===== src/rtl/tx_frame_ctrl.sv =====
// tx_frame_ctrl: frames preamble/payload/gap onto a registered AXIS output for the PSK modulator
// Ports: clk, rst_n (async active-low); enable, cfg_bpsk (framing control);
// s_tdata/s_tvalid/s_tready (payload source); m_tdata/m_tvalid/m_tready/m_tlast/m_tuser
// (modulator output, tuser = is_bpsk); busy (not IDLE); frame_cnt (completed frames).
module tx_frame_ctrl #(
    parameter int BYTES        = 1,
    parameter int PREAMBLE_LEN = 32,
    parameter int PAYLOAD_LEN  = 256,
    parameter int GAP_LEN      = 16
) (
    input  logic                 clk,
    input  logic                 rst_n,
    input  logic                 enable,
    input  logic                 cfg_bpsk,
    input  logic [BYTES*8-1:0]   s_tdata,
    input  logic                 s_tvalid,
    output logic                 s_tready,
    output logic [BYTES*8-1:0]   m_tdata,
    output logic                 m_tvalid,
    input  logic                 m_tready,
    output logic                 m_tlast,
    output logic                 m_tuser,
    output logic                 busy,
    output logic [15:0]          frame_cnt
);
    localparam int BITS = BYTES * 8;
    localparam int MAXC = (PREAMBLE_LEN > PAYLOAD_LEN)
                        ? ((PREAMBLE_LEN > GAP_LEN + 1) ? PREAMBLE_LEN : GAP_LEN + 1)
                        : ((PAYLOAD_LEN > GAP_LEN + 1) ? PAYLOAD_LEN : GAP_LEN + 1);
    localparam int CW = (MAXC < 2) ? 1 : $clog2(MAXC);

    typedef enum logic [1:0] {IDLE, PREAMBLE, PAYLOAD, GAP} state_t;

    state_t            state, state_n;
    logic [CW-1:0]     cnt, cnt_n;
    logic              mode, mode_n;
    logic [BITS-1:0]   tdata_n;
    logic              tvalid_n, tuser_n, tlast_n;
    logic              load;

    assign load     = !m_tvalid || m_tready;
    assign s_tready = (state == PAYLOAD) && load;
    assign busy     = state != IDLE;

    always_comb begin
        state_n  = state;
        cnt_n    = cnt;
        mode_n   = mode;
        tdata_n  = m_tdata;
        tuser_n  = m_tuser;
        tlast_n  = m_tlast;
        tvalid_n = m_tvalid && !m_tready;
        case (state)
            IDLE: if (enable) begin
                state_n = PREAMBLE;
                mode_n  = cfg_bpsk;
            end
            PREAMBLE: if (load) begin
                tvalid_n   = 1'b1;
                tdata_n    = '0;
                tdata_n[1] = ~cnt[0];
                tuser_n    = 1'b1;
                tlast_n    = 1'b0;
                state_n    = (cnt == CW'(PREAMBLE_LEN - 1)) ? PAYLOAD : PREAMBLE;
                cnt_n      = (cnt == CW'(PREAMBLE_LEN - 1)) ? '0 : cnt + CW'(1);
            end
            PAYLOAD: if (s_tvalid && s_tready) begin
                tvalid_n = 1'b1;
                tdata_n  = s_tdata;
                tuser_n  = mode;
                tlast_n  = cnt == CW'(PAYLOAD_LEN - 1);
                state_n  = tlast_n ? GAP : PAYLOAD;
                cnt_n    = tlast_n ? '0 : cnt + CW'(1);
            end
            GAP: if (!m_tvalid) begin
                // gap counting starts only once the tlast beat has left the output register
                if (cnt == CW'(GAP_LEN)) begin
                    cnt_n   = '0;
                    state_n = enable ? PREAMBLE : IDLE;
                    mode_n  = enable ? cfg_bpsk : mode;
                end else begin
                    cnt_n = cnt + CW'(1);
                end
            end
            default: state_n = IDLE;
        endcase
    end

    always_ff @(posedge clk or negedge rst_n) begin
        if (!rst_n) begin
            state     <= IDLE;
            cnt       <= '0;
            mode      <= 1'b0;
            m_tvalid  <= 1'b0;
            m_tdata   <= '0;
            m_tuser   <= 1'b0;
            m_tlast   <= 1'b0;
            frame_cnt <= '0;
        end else begin
            state     <= state_n;
            cnt       <= cnt_n;
            mode      <= mode_n;
            m_tvalid  <= tvalid_n;
            m_tdata   <= tdata_n;
            m_tuser   <= tuser_n;
            m_tlast   <= tlast_n;
            frame_cnt <= frame_cnt + 16'(m_tvalid && m_tready && m_tlast);
        end
    end
endmodule


===== config.mk =====
export PLATFORM = sky130hd
export DESIGN_NAME = tx_frame_ctrl
export DESIGN_NICKNAME = d
export VERILOG_FILES = /design/src/rtl/tx_frame_ctrl.sv
export SDC_FILE = /design/constraint.sdc
export NUM_CORES = 1
export LEC_CHECK = 0
export BUFFER_PORTS_ARGS = -buffer_cell sky130_fd_sc_hd__buf_2
export CORE_MARGIN = 8
export CORE_UTILIZATION = 35
export DETAILED_ROUTE_END_ITERATION = 8
export GPL_ROUTABILITY_DRIVEN = 0
export GPL_TIMING_DRIVEN = 0
export PLACE_DENSITY = 0.66
export SLEW_MARGIN = 20
export SYNTH_ARGS = -nofsm -noshare
export SYNTH_HDL_FRONTEND = slang
export SYNTH_SLANG_ARGS = --single-unit
export TNS_END_PERCENT = 5

===== constraint.sdc =====
create_clock -name clk -period 3.1 [get_ports clk]
set_clock_uncertainty 0.2 [all_clocks]
set_input_delay 0.31 -clock clk [delete_from_list [all_inputs] [get_ports clk]]
set_output_delay 0.31 -clock clk [all_outputs]
set_load 0.005 [all_outputs]

== Word-level counts from Yosys, hierarchy flattened ==
Index checks and enable logic that the tools add are counted.
Cells by class
  $add $sub $neg: 2
  multipliers: 0
  divide/modulo/power cells: 0
  magnitude comparators: 0
  eq/ne operators: 11
  shift operators: 0
  muxes and demuxes: 32
  bitwise operators: 1
  reductions and logical operators: 17
Operator list (count)
  8-bit 2-to-1 mux: 8
  8-bit case mux with 3 select lines: 1
  16-bit by 1-bit adder with 16-bit output: 1
  8-bit by 5-bit equality test with 1-bit output, second input constant: 2
  8-bit case mux with 2 select lines: 1
  2-bit 2-to-1 mux: 6
  1-bit 2-to-1 mux: 11
  8-bit by 1-bit adder with 8-bit output, second input constant: 1
  8-bit equality test, second input constant: 1
  2-bit inequality test, second input constant: 4
  1-bit case mux with 2 select lines: 4
  2-bit case mux with 4 select lines: 1
  3-bit AND reduction: 2
  2-bit nonzero test: 3
  1-bit logical AND: 5
  5-bit AND reduction: 1
  2-bit equality test, second input constant: 2
  4-bit AND reduction: 1
  3-bit nonzero test: 1
  2-bit by 1-bit equality test with 1-bit output, second input constant: 1
  1-bit zero test: 2
  2-bit zero test: 1
  2-bit by 1-bit inequality test with 1-bit output, second input constant: 1
  1-bit logical OR: 1
  1-bit NOT: 1
Word-level totals
  register bits after elaboration: 38
  bits in latches: 0
  bits in writable memories: 0
  memory bits (read-only): 0
  bits of input ports: 14
  output and inout port bits: 29
  logic and storage cells: 71
  memories kept: 0

== Longest topological paths before layout ==
Gate-level depths: netlist (run 1).
  word-level depth: 6
  mapped depth: 8
  gate-level depth less buffers: 7

== Worst setup path after synthesis (run 1) ==
OpenSTA, ideal clock, no wires.
  kind: reg2reg
  start point: reg cnt[0]
  end point: reg cnt[2]
  setup time: 121 ps
  arrival: 1803 ps
  data required time: 2779 ps
  setup slack: 976 ps
  cell stages (with the launch flop): 7
  path buffers: 0
  clock period less this slack: 2124 ps
  cells stage by stage: dfrtp_1 > inv_1 > ha_1 > or3b_2 > o21a_1 > or3_1 > a22o_1
Between the ends
  longest elaborated chain between the ends: 4
  elaborated cells on any way between the ends: 11
  classes of those cells: 1 x add/sub; 3 x eq/ne; 7 x mux
RTL lines
  start: declaration: RTL line 35  | logic [CW-1:0] cnt, cnt_n;
  start signal: assignment: RTL line 101  | cnt <= cnt_n;
  8-bit by 1-bit adder with 8-bit output, or another cell as far along: RTL line 65, 73, 82
  8-bit 2-to-1 mux, on equally long branches: RTL line 77, 65, 73
  8-bit 2-to-1 mux, on equally long branches: RTL line 75, 58, 67
  8-bit case mux with 3 select lines *: RTL line 53  | case (state)
Every way passes the cells marked *; elsewhere a longest branch is shown, timed or not. The select of a mux whose other input is x is not followed.
A chain may end at the register's enable or synchronous reset.

== Worst setup path after layout (run 1) ==
  start point: reg state[0]
  end point: reg cnt[5]
Between the ends
  longest elaborated chain between the ends: 5
  elaborated cells on any way between the ends: 11
  classes of those cells: 6 x eq/ne; 1 x mux; 4 x reduce/logical
RTL lines
  start: declaration: RTL line 34  | state_t state, state_n;
  start signal: assignment: RTL line 100  | state <= state_n;
  2-bit equality test: RTL line 42, 53
  1-bit logical AND: RTL line 42  | assign s_tready = (state == PAYLOAD) && load;
  1-bit logical AND: RTL line 67  | PAYLOAD: if (s_tvalid && s_tready) begin
  2-bit by 1-bit inequality test with 1-bit output (no line)
  4-bit AND reduction (no line)
Several ways; a longest one is shown, not always the timed one.

==> flow_summary.yaml, run 1 <==
yosys:
  avgSynthCellArea_um2: 10.36
  synth_seq_cells: 38
  synth_commonest_cells: "38 x dfrtp_1, 16 x nand2_1, 12 x nand3_1, 11 x o21ai_0, 10 x xnor2_1"
  ys_seq_area_frac: 0.5043
  yosysMostFrequentCell: "dfrtp_1"
  synth_async_sr_flop_share: 1.000
  synth.cell_area_um2: 1886
  synth_top_cell_area_share: 0.5043
  synth_edf_count: 0
  synth_cell_types: 36
  syn_nets: 205
  ys_warn_count: 0
  synth_cells: 182
  yosys.area.top_type: "dfrtp_1"
  synth_ff_type: "dfrtp_1"
  synthTopCellsByArea: "dfrtp_1 50%, ha_1 6.0%, xnor2_1 4.6%"
min_path:
  hold_class: "in2reg"
timing:
  hold_viol_final: 0
  max_freq_ghz: 0.3893
  hold_ws_ns: 0.03117
  fin_tns_setup_ns: 0
  setup_violations: 0
  slew_viol_final: 0
  finalCritPeriodShare: 0.8286
  slew_headroom: 0.4415
  rsz0062_at_grt: "no"
  fin_crit_ns: 2.569
  tightestPinTransition_ns: 0.8378
global_route:
  grt_pass1_vias: 1523
  antenna_found_initial: 0
  grtUsageTotal: 0.1127
  grt_first_pass_wirelength_um: 7003
  grt_max_degree: 39
  globalRouteOverflowTotal: 0
final_layout:
  final_area_um2: 2336
  n_antenna_cell: 0
  utilization: 0.4545
  post_layout_nonfiller_instances: 303
  drive_gt1_frac: 0.2489
  area_growth_pct: 23.89
  nets: 255
power_and_ir_drop:
  cellLeakagePower_nw: 1.161
  vdd.ir_drop.worst_v: 0.0002434
  p_per_area_nw_per_um2: 759.6
floorplanning:
  rows: 26
  die_w_um: 89.40
  io_pins: 43
  core-area_um2: 5140
  start_util: 0.3668
  fp.dieArea_um2: 7992
  fp.dieH_um: 89.40
worst_setup_path:
  endpoint_kind: "flop"
  worstSetupStartpointType: "flop"
  critPathTopFamily: "compound AO/OA/AOI/OAI gates"
  worst-setup-path-type: "reg2reg"
  cp_slowest_cell: "o211ai_1"
  r2r_slack_ns: 0.53
  required_ns: 3.09
  worstPathCellList: "inv_1 -> ha_1 -> clkbuf_1 -> nor2_1 -> o211ai_1 -> nor4_1 -> o31ai_1"
  cpPeakStageDelay_ns: 0.58
  cp_max_fo: 10
  arrival_ns: 2.55
  path_buf_inv: 2
place:
  hpwlAfterDp_um: 3127
  io_buffers: 42
  dp_cells: 294
  place_area_um2: 2183
detailed_routing:
  vias_per_cell: 4.977
  post_drt_wl_per_cell_um: 13.85
  drtIter0Drc: 34
  route.detailed.drc: 0
  drtAntennaViolNets: 0
  drt-pass1-iter-count: 4
  vias: 1508
  wirelength_um: 4197
flow_run:
  drv_cap: 0
cts:
  cts_setup_buffers: 0
  clockBufferDepth: 2
  clock_latency_ns: 0.29
  clk_pin_slew_worst_paths_ns: 0.08
  htreeDepth: 2
  cts_made_buffers: 5
  clock-sinks: 38
  clockRootBuffer: "clkbuf_8"
  tritoncts: "done"
status:
  status: "finished, final reports clean"
## sequential cells by signal (all words and copies together) (netlist names), named ones only
| signal | flops |
|---|---|
| cnt | 8 |
| m_tdata | 8 |
| frame_cnt | 16 |
| m_tvalid | 1 |
| state | 1 |
| m_tlast | 1 |
| m_tuser | 1 |
| mode | 1 |
## report_power, final
part | switching (mW) | internal, mW | leakage (nW)
Clock | 0.176 | 0.343 | 0.0714
Sequential | 0.104 | 0.612 | 0.490
Combinational | 0.295 | 0.243 | 0.599
Total | 0.575 | 1.20 | 1.16
## final timing paths
kind | end | cells after the start | start
max | cnt[5] | 7 | state[0]
min | m_tdata[7] | 2 | s_tdata[7]
max reg2reg | cnt[5] | 7 | state[0]
min reg2reg | frame_cnt[15] | 1 | frame_cnt[15]
max in group asynchronous | m_tdata[4] | 2 | rst_n
min in group asynchronous | frame_cnt[6] | 2 | rst_n
## worst reg2reg max path, stage by stage (launching register included)
cell and delay [ns]:
dfrtp_1 0.43, inv_1 0.12, ha_1 0.15, clkbuf_1 0.31, nor2_1 0.15, o211ai_1 0.58, nor4_1 0.21, o31ai_1 0.30
## what timing repair did
item	in CTS	in global routing
endpoints found under the hold margin	38	0
hold buffers	1	0
gates resized for setup	0	0
## cells in the final DEF (no fill, tap or decap), drive strengths merged, types with 2 or more instances in the layout
cell type   n
buf        43
dfrtp      38
nand2      16
nand3      12
o21ai      11
xnor2      10
clkbuf     10
inv         9
ha          9
a22o        8
nor2        7
and3        7
xor2        5
nand2b      5
nor3        5
a21oi       5
or3         5
mux2        3
o31ai       2
o211ai      2
o21a        2
nor4        2
o311ai      2
bufinv      2
## through the flow
stage / setup WS, ns / power, mW
after floorplan: 0.9756 / 1.062
after global placement: 0.6159 / 1.246
after CTS: 0.5394 / 1.793
after detailed placement: 0.5486 / 1.268
after global routing: 0.2353 / 1.911
final: 0.5314 / 1.774
## layer usage
layer  global-route usage  part of all wire  up-vias
met5                    0                 0        -
met4              0.03172             0.011        0
met3              0.03585             0.077        6
met2               0.1906              0.46       38
met1               0.1335              0.46      715
li1                     -                 -      749
## cell type report
class | instances | area [µm²]
well taps | 70 | 87.58
clock inverters | 2 | 60.06
fillers | 536 | 2804
multi-input cells | 130 | 880.8
plain buffers | 5 | 20.02
repair buffers | 43 | 220.2
clock buffers | 6 | 82.58
flip-flops and latches | 38 | 950.9
inverters | 9 | 33.78
## kinds of logic (layout without fill, tap and decap cells)
family / after synthesis / count (layout) / share of synthesized area
compound gates: 36 / 36 / 0.1301
xor+xnor: 15 / 15 / 0.06967
buf+inv: 14 / 65 / 0.02853
flops: 38 / 38 / 0.5043
mux: 4 / 4 / 0.02322
fa+ha+maj: 9 / 9 / 0.05972
simple gates: 66 / 66 / 0.1845
Note: power is estimated with default switching activity, not from simulation.
==> run 2, diff against run 1 <==
--- a/config.mk
+++ b/config.mk
@@ -11,7 +11,7 @@
 export DETAILED_ROUTE_END_ITERATION = 8
 export GPL_ROUTABILITY_DRIVEN = 0
 export GPL_TIMING_DRIVEN = 0
-export PLACE_DENSITY = 0.66
+export PLACE_DENSITY = 0.68
 export SLEW_MARGIN = 20
 export SYNTH_ARGS = -nofsm -noshare
 export SYNTH_HDL_FRONTEND = slang
==> constraint.sdc (replaced) <==
create_clock -name clk -period 2.2 [get_ports clk]
set_clock_uncertainty 0.2 [all_clocks]
set_input_delay 0.22 -clock clk [delete_from_list [all_inputs] [get_ports clk]]
set_output_delay 0.22 -clock clk [all_outputs]
set_load 0.005 [all_outputs]
==> run 2 against run 1 <==
Against the previous run:
- first-iteration DRC count increased by 24%
- cell count increased by 5.0%
- global-route usage down 0.077 points
- sequential share of layout area shrank 2.5 points
- critical endpoint is now cnt[2]
- highest routed layer unchanged
==> flow_summary.yaml, run 2 (synthesis results as in run 1) <==
detailed_routing:
  route.detailed.drc: 0
  wirelength_um: 4434
  drt-pass1-iter-count: 4
  vias_per_cell: 4.909
  drtAntennaViolNets: 0
  post_drt_wl_per_cell_um: 13.94
  drtIter0Drc: 42
  vias: 1561
power_and_ir_drop:
  cellLeakagePower_nw: 1.228
  p_comb_frac: 0.399
  power.share.switching: 0.3568
  p_per_area_nw_per_um2: 969.2
  power.switching_mw: 0.8613
  clkPwrFrac: 0.187
  seqPwrFrac: 0.413
  internal_power_mw: 1.553
  vdd.ir_drop.worst_v: 0.0003443
floorplanning:
  fp.dieH_um: 89.40
  die_w_um: 89.40
  start_util: 0.3668
  rows: 26
  io_pins: 43
  fp.dieArea_um2: 7992
  core-area_um2: 5140
timing:
  fin_tns_setup_ns: 0
  setup_violations: 0
  fin_crit_ns: 2.165
  slew_headroom: 0.4367
  hold_viol_final: 0
  max_freq_ghz: 0.4618
  hold_ws_ns: 0.03568
  slew_viol_final: 0
  finalCritPeriodShare: 0.9843
  tightestPinTransition_ns: 0.8450
  rsz0062_at_grt: "yes"
final_layout:
  n_antenna_cell: 0
  regArea_um2: 950.9
  nets: 271
  reg.largest.list: "frame_cnt x16, cnt x8, m_tdata x8"
  largest_register_ffs: 16
  fillers: 507
  multi_input_area_um2: 948.4
  post_layout_nonfiller_instances: 318
  drive_gt1_frac: 0.3145
  area_growth_pct: 32.12
  layout_commonest_cell: "buf_2"
  layout_common_cells: "42 x buf_2, 38 x dfrtp_1, 16 x nand2_1"
  regMostFlops: "frame_cnt"
worst_setup_path:
  arrival_ns: 2.15
  endpoint_kind: "flop"
  required_ns: 2.18
  worst-setup-path-type: "reg2reg"
  worstSetupStartpointType: "flop"
  cp_max_fo: 6
cts:
  cts_made_buffers: 5
  clock-sinks: 38
  tritoncts: "done"
  clock_latency_ns: 0.29
  clockBufferDepth: 2
  htreeDepth: 2
  clockRootBuffer: "clkbuf_8"
  clk_pin_slew_worst_paths_ns: 0.07
global_route:
  globalRouteOverflowTotal: 0
  grt_max_degree: 39
  grt_first_pass_wirelength_um: 6844
  antenna_found_initial: 0
  grt_pass1_vias: 1487
  grtUsageTotal: 0.1120
status:
  status: "finished, final reports clean"
place:
  hpwlAfterDp_um: 3054
  io_buffers: 42
  dp_cells: 294
flow_run:
  drv_cap: 0
min_path:
  hold_class: "in2reg"
==> run 2: cell count changes in the layout (fill, tap and decap cells not counted), sizes merged <==
cell,change
clkinv,+2
clkbuf,-2
bufinv,-2
buf,+9
dlygate4sd3,+8
==> run 2: metal layers <==
layer / global-route usage / vias up / share of wire
li1: - / 772 / -
met1: 0.1324 / 738 / 0.44
met2: 0.1805 / 39 / 0.47
met3: 0.03493 / 12 / 0.067
met4: 0.05287 / 0 / 0.026
met5: 0 / - / 0
==> run 2: area by class of cell <==
class / count / area share
multi-input combinational: 130 / 0.3807
timing repair buffer: 60 / 0.1477
clock buffer: 5 / 0.02762
tap: 70 / 0.03516
sequential: 38 / 0.3817
clock inverter: 2 / 0.004018
buffer: 4 / 0.009543
inverter: 9 / 0.01356
==> run 2: power by group through the flow <==
| stage | sequential [mW] | combinational (mW) | clock, mW |
|---|---|---|---|
| finish | 0.998 | 0.964 | 0.452 |
| global route | 1.02 | 1.09 | 0.508 |
| CTS | 1.01 | 0.826 | 0.472 |
| detailed placement | 1.02 | 0.755 | 0 |
| global placement | 1.01 | 0.742 | 0 |
| floorplan | 0.995 | 0.502 | 0 |
==> run 2: critical path: stages (launching register included) <==
cell,delay (ns)
dfrtp_1,0.40
or4b_4,0.54
buf_6,0.15
o21a_4,0.23
or3_1,0.36
a22o_1,0.18
==> run 2: path summary, 6_finish.rpt <==
path | start | end | slack [ns] | depth (start not counted)
worst max-delay path | cnt[5] | cnt[2] | 0.03 | 5
worst min-delay path | s_tdata[1] | m_tdata[1] | 0.04 | 3
worst max register to register | cnt[5] | cnt[2] | 0.03 | 5
worst min register to register | frame_cnt[11] | frame_cnt[11] | 0.29 | 1
max in group asynchronous | rst_n | cnt[5] | 0.89 | 2
min in group asynchronous | rst_n | frame_cnt[6] | 0.37 | 2
==> run 2: timing repair <==
| item | in CTS | in global routing |
|---|---|---|
| setup endpoints to repair | 14 | 12 |
| endpoints found under the hold margin | 46 | 0 |
| hold buffers | 9 | 0 |
| pin swaps | 1 | 0 |
| setup buffers | 3 | 6 |
| gates resized for setup | 5 | 17 |
==> run 2: metrics by stage <==
step	util	area, µm²	setup WS [ns]	power (mW)
global route	0.4847	2491	-0.02226	2.620
floorplan	-	1886	0.07560	1.497
detailed placement	0.4248	2183	-0.3142	1.773
global placement	0.4248	2183	-0.2773	1.755
CTS	0.4642	2386	-0.05062	2.306
finish	0.4847	2491	0.03455	2.414
==> run 3, diff against run 2 <==
--- a/config.mk
+++ b/config.mk
@@ -6,6 +6,7 @@
 export NUM_CORES = 1
 export LEC_CHECK = 0
 export BUFFER_PORTS_ARGS = -buffer_cell sky130_fd_sc_hd__buf_2
+export CORE_ASPECT_RATIO = 0.6
 export CORE_MARGIN = 8
 export CORE_UTILIZATION = 35
 export DETAILED_ROUTE_END_ITERATION = 8
==> run 3 against run 2 <==
Against the previous run:
- worst setup slack worse by 0.00078 ns
- core utilization down 0.20 points
- sequential power about the same
- power up 0.58%
- non-clock buffer count down 3
- clock power up 10%
- critical endpoint unchanged
- design area down 0.60%
- largest power group unchanged
- critical path depth unchanged
- die area up 0.96%
- hold slack worse by 0.013 ns
- sequential cell count unchanged
==> flow_summary.yaml, run 3 (synthesis results as in run 1) <==
global_route:
  antenna_found_initial: 0
  grt_first_pass_wirelength_um: 7279
  grtUsageTotal: 0.1095
  globalRouteOverflowTotal: 0
  grt_max_degree: 39
  grt_pass1_vias: 1553
detailed_routing:
  drt-pass1-iter-count: 4
  vias: 1529
  drtAntennaViolNets: 0
  route.detailed.drc: 0
  drtIter0Drc: 52
  vias_per_cell: 4.901
  wirelength_um: 4293
  post_drt_wl_per_cell_um: 13.76
floorplanning:
  rows: 20
  fp.dieArea_um2: 8069
  die_w_um: 110.8
  io_pins: 43
  fp.dieH_um: 72.86
  start_util: 0.3676
  core-area_um2: 5130
timing:
  slew_viol_final: 0
  fin_crit_ns: 2.166
  tightestPinTransition_ns: 0.8159
  setup_violations: 0
  slew_headroom: 0.4561
  fin_tns_setup_ns: 0
  finalCritPeriodShare: 0.9846
  hold_ws_ns: 0.02277
  rsz0062_at_grt: "yes"
  max_freq_ghz: 0.4616
  hold_viol_final: 0
worst_setup_path:
  cp_max_fo: 6
  worst-setup-path-type: "reg2reg"
  endpoint_kind: "flop"
  worstSetupStartpointType: "flop"
  required_ns: 2.18
  arrival_ns: 2.15
final_layout:
  layout_common_cells: "43 x buf_2, 37 x dfrtp_1, 16 x nand2_1"
  fillers: 464
  largest_register_ffs: 16
  nets: 268
  regMostFlops: "frame_cnt"
  post_layout_nonfiller_instances: 312
  drive_gt1_frac: 0.3130
  area_growth_pct: 31.32
  final_area_um2: 2476
  layout_commonest_cell: "buf_2"
  n_antenna_cell: 0
  reg.largest.list: "frame_cnt x16, cnt x8, m_tdata x8"
  utilization: 0.4827
power_and_ir_drop:
  cellLeakagePower_nw: 1.215
  vdd.ir_drop.worst_v: 0.0005559
  p_per_area_nw_per_um2: 980.7
place:
  io_buffers: 42
  dp_cells: 290
  place_area_um2: 2178
  hpwlAfterDp_um: 3101
cts:
  tritoncts: "done"
  clockRootBuffer: "clkbuf_8"
  clk_pin_slew_worst_paths_ns: 0.07
  clock-sinks: 38
  clock_latency_ns: 0.29
  cts_made_buffers: 5
  htreeDepth: 2
  clockBufferDepth: 2
status:
  status: "finished, final reports clean"
min_path:
  hold_class: "in2reg"
flow_run:
  drv_cap: 0
run 3: per-stage QoR:
stage                     setup slack (ns)  power (mW)
final                              0.03378       2.428
after floorplan                    0.07560       1.497
after global placement             -0.3677       1.758
after CTS                         -0.03188       2.369
after global routing              -0.02178       2.605
after detailed placement           -0.4025       1.777
run 3: timing repair:
| action | in CTS | in global routing |
|---|---|---|
| resized for setup | 12 | 14 |
| setup buffers | 2 | 3 |
| hold buffers | 9 | 0 |
| endpoints found under the setup margin | 16 | 13 |
| pin swaps | 2 | 1 |
| endpoints found under the hold margin | 46 | 0 |
run 3: layout make-up:
| class | count | area [µm²] | area share |
|---|---|---|---|
| flip-flops and latches | 38 | 952.2 | 0.3845 |
| multi-input cells | 130 | 945.9 | 0.3820 |
| repair buffers | 56 | 337.8 | 0.1364 |
| clock buffers | 6 | 82.58 | 0.03335 |
| well taps | 66 | 82.58 | 0.03335 |
| inverters | 9 | 33.78 | 0.01364 |
| plain buffers | 5 | 28.78 | 0.01162 |
| clock inverters | 2 | 12.51 | 0.005053 |
run 3: critical path, cell delays in order (launching register included):
cell     delay [ns]
dfrtp_1        0.39
or4b_4         0.54
buf_6          0.15
o21a_4         0.24
or3_1          0.37
a22o_1         0.18
run 3: path summary, 6_finish.rpt:
kind | startpoint | end | slack [ns] | cells after the start
worst max-delay path | cnt[5] | cnt[2] | 0.03 | 5
worst min-delay path | s_tdata[1] | m_tdata[1] | 0.02 | 3
worst max register to register | cnt[5] | cnt[2] | 0.03 | 5
worst min register to register | frame_cnt[11] | frame_cnt[11] | 0.28 | 1
max in group asynchronous | rst_n | cnt[0] | 0.87 | 2
min in group asynchronous | rst_n | m_tdata[3] | 0.37 | 2
run 3: metal layers:
layer | wire, µm | share of wire | GRT usage | up-vias
li1 | - | - | - | 773
met1 | 2281 | 0.53 | 0.1482 | 713
met2 | 1752 | 0.41 | 0.1520 | 38
met3 | 211 | 0.049 | 0.03859 | 5
met4 | 46 | 0.011 | 0.04762 | 0
met5 | 0 | 0 | 0 | -
run 3: power breakdown:
part / internal, mW / leakage, nW / switching, mW
sequential: 0.865 / 0.489 / 0.133
combinational: 0.440 / 0.678 / 0.493
clock: 0.252 / 0.0472 / 0.246
total: 1.56 / 1.21 / 0.872
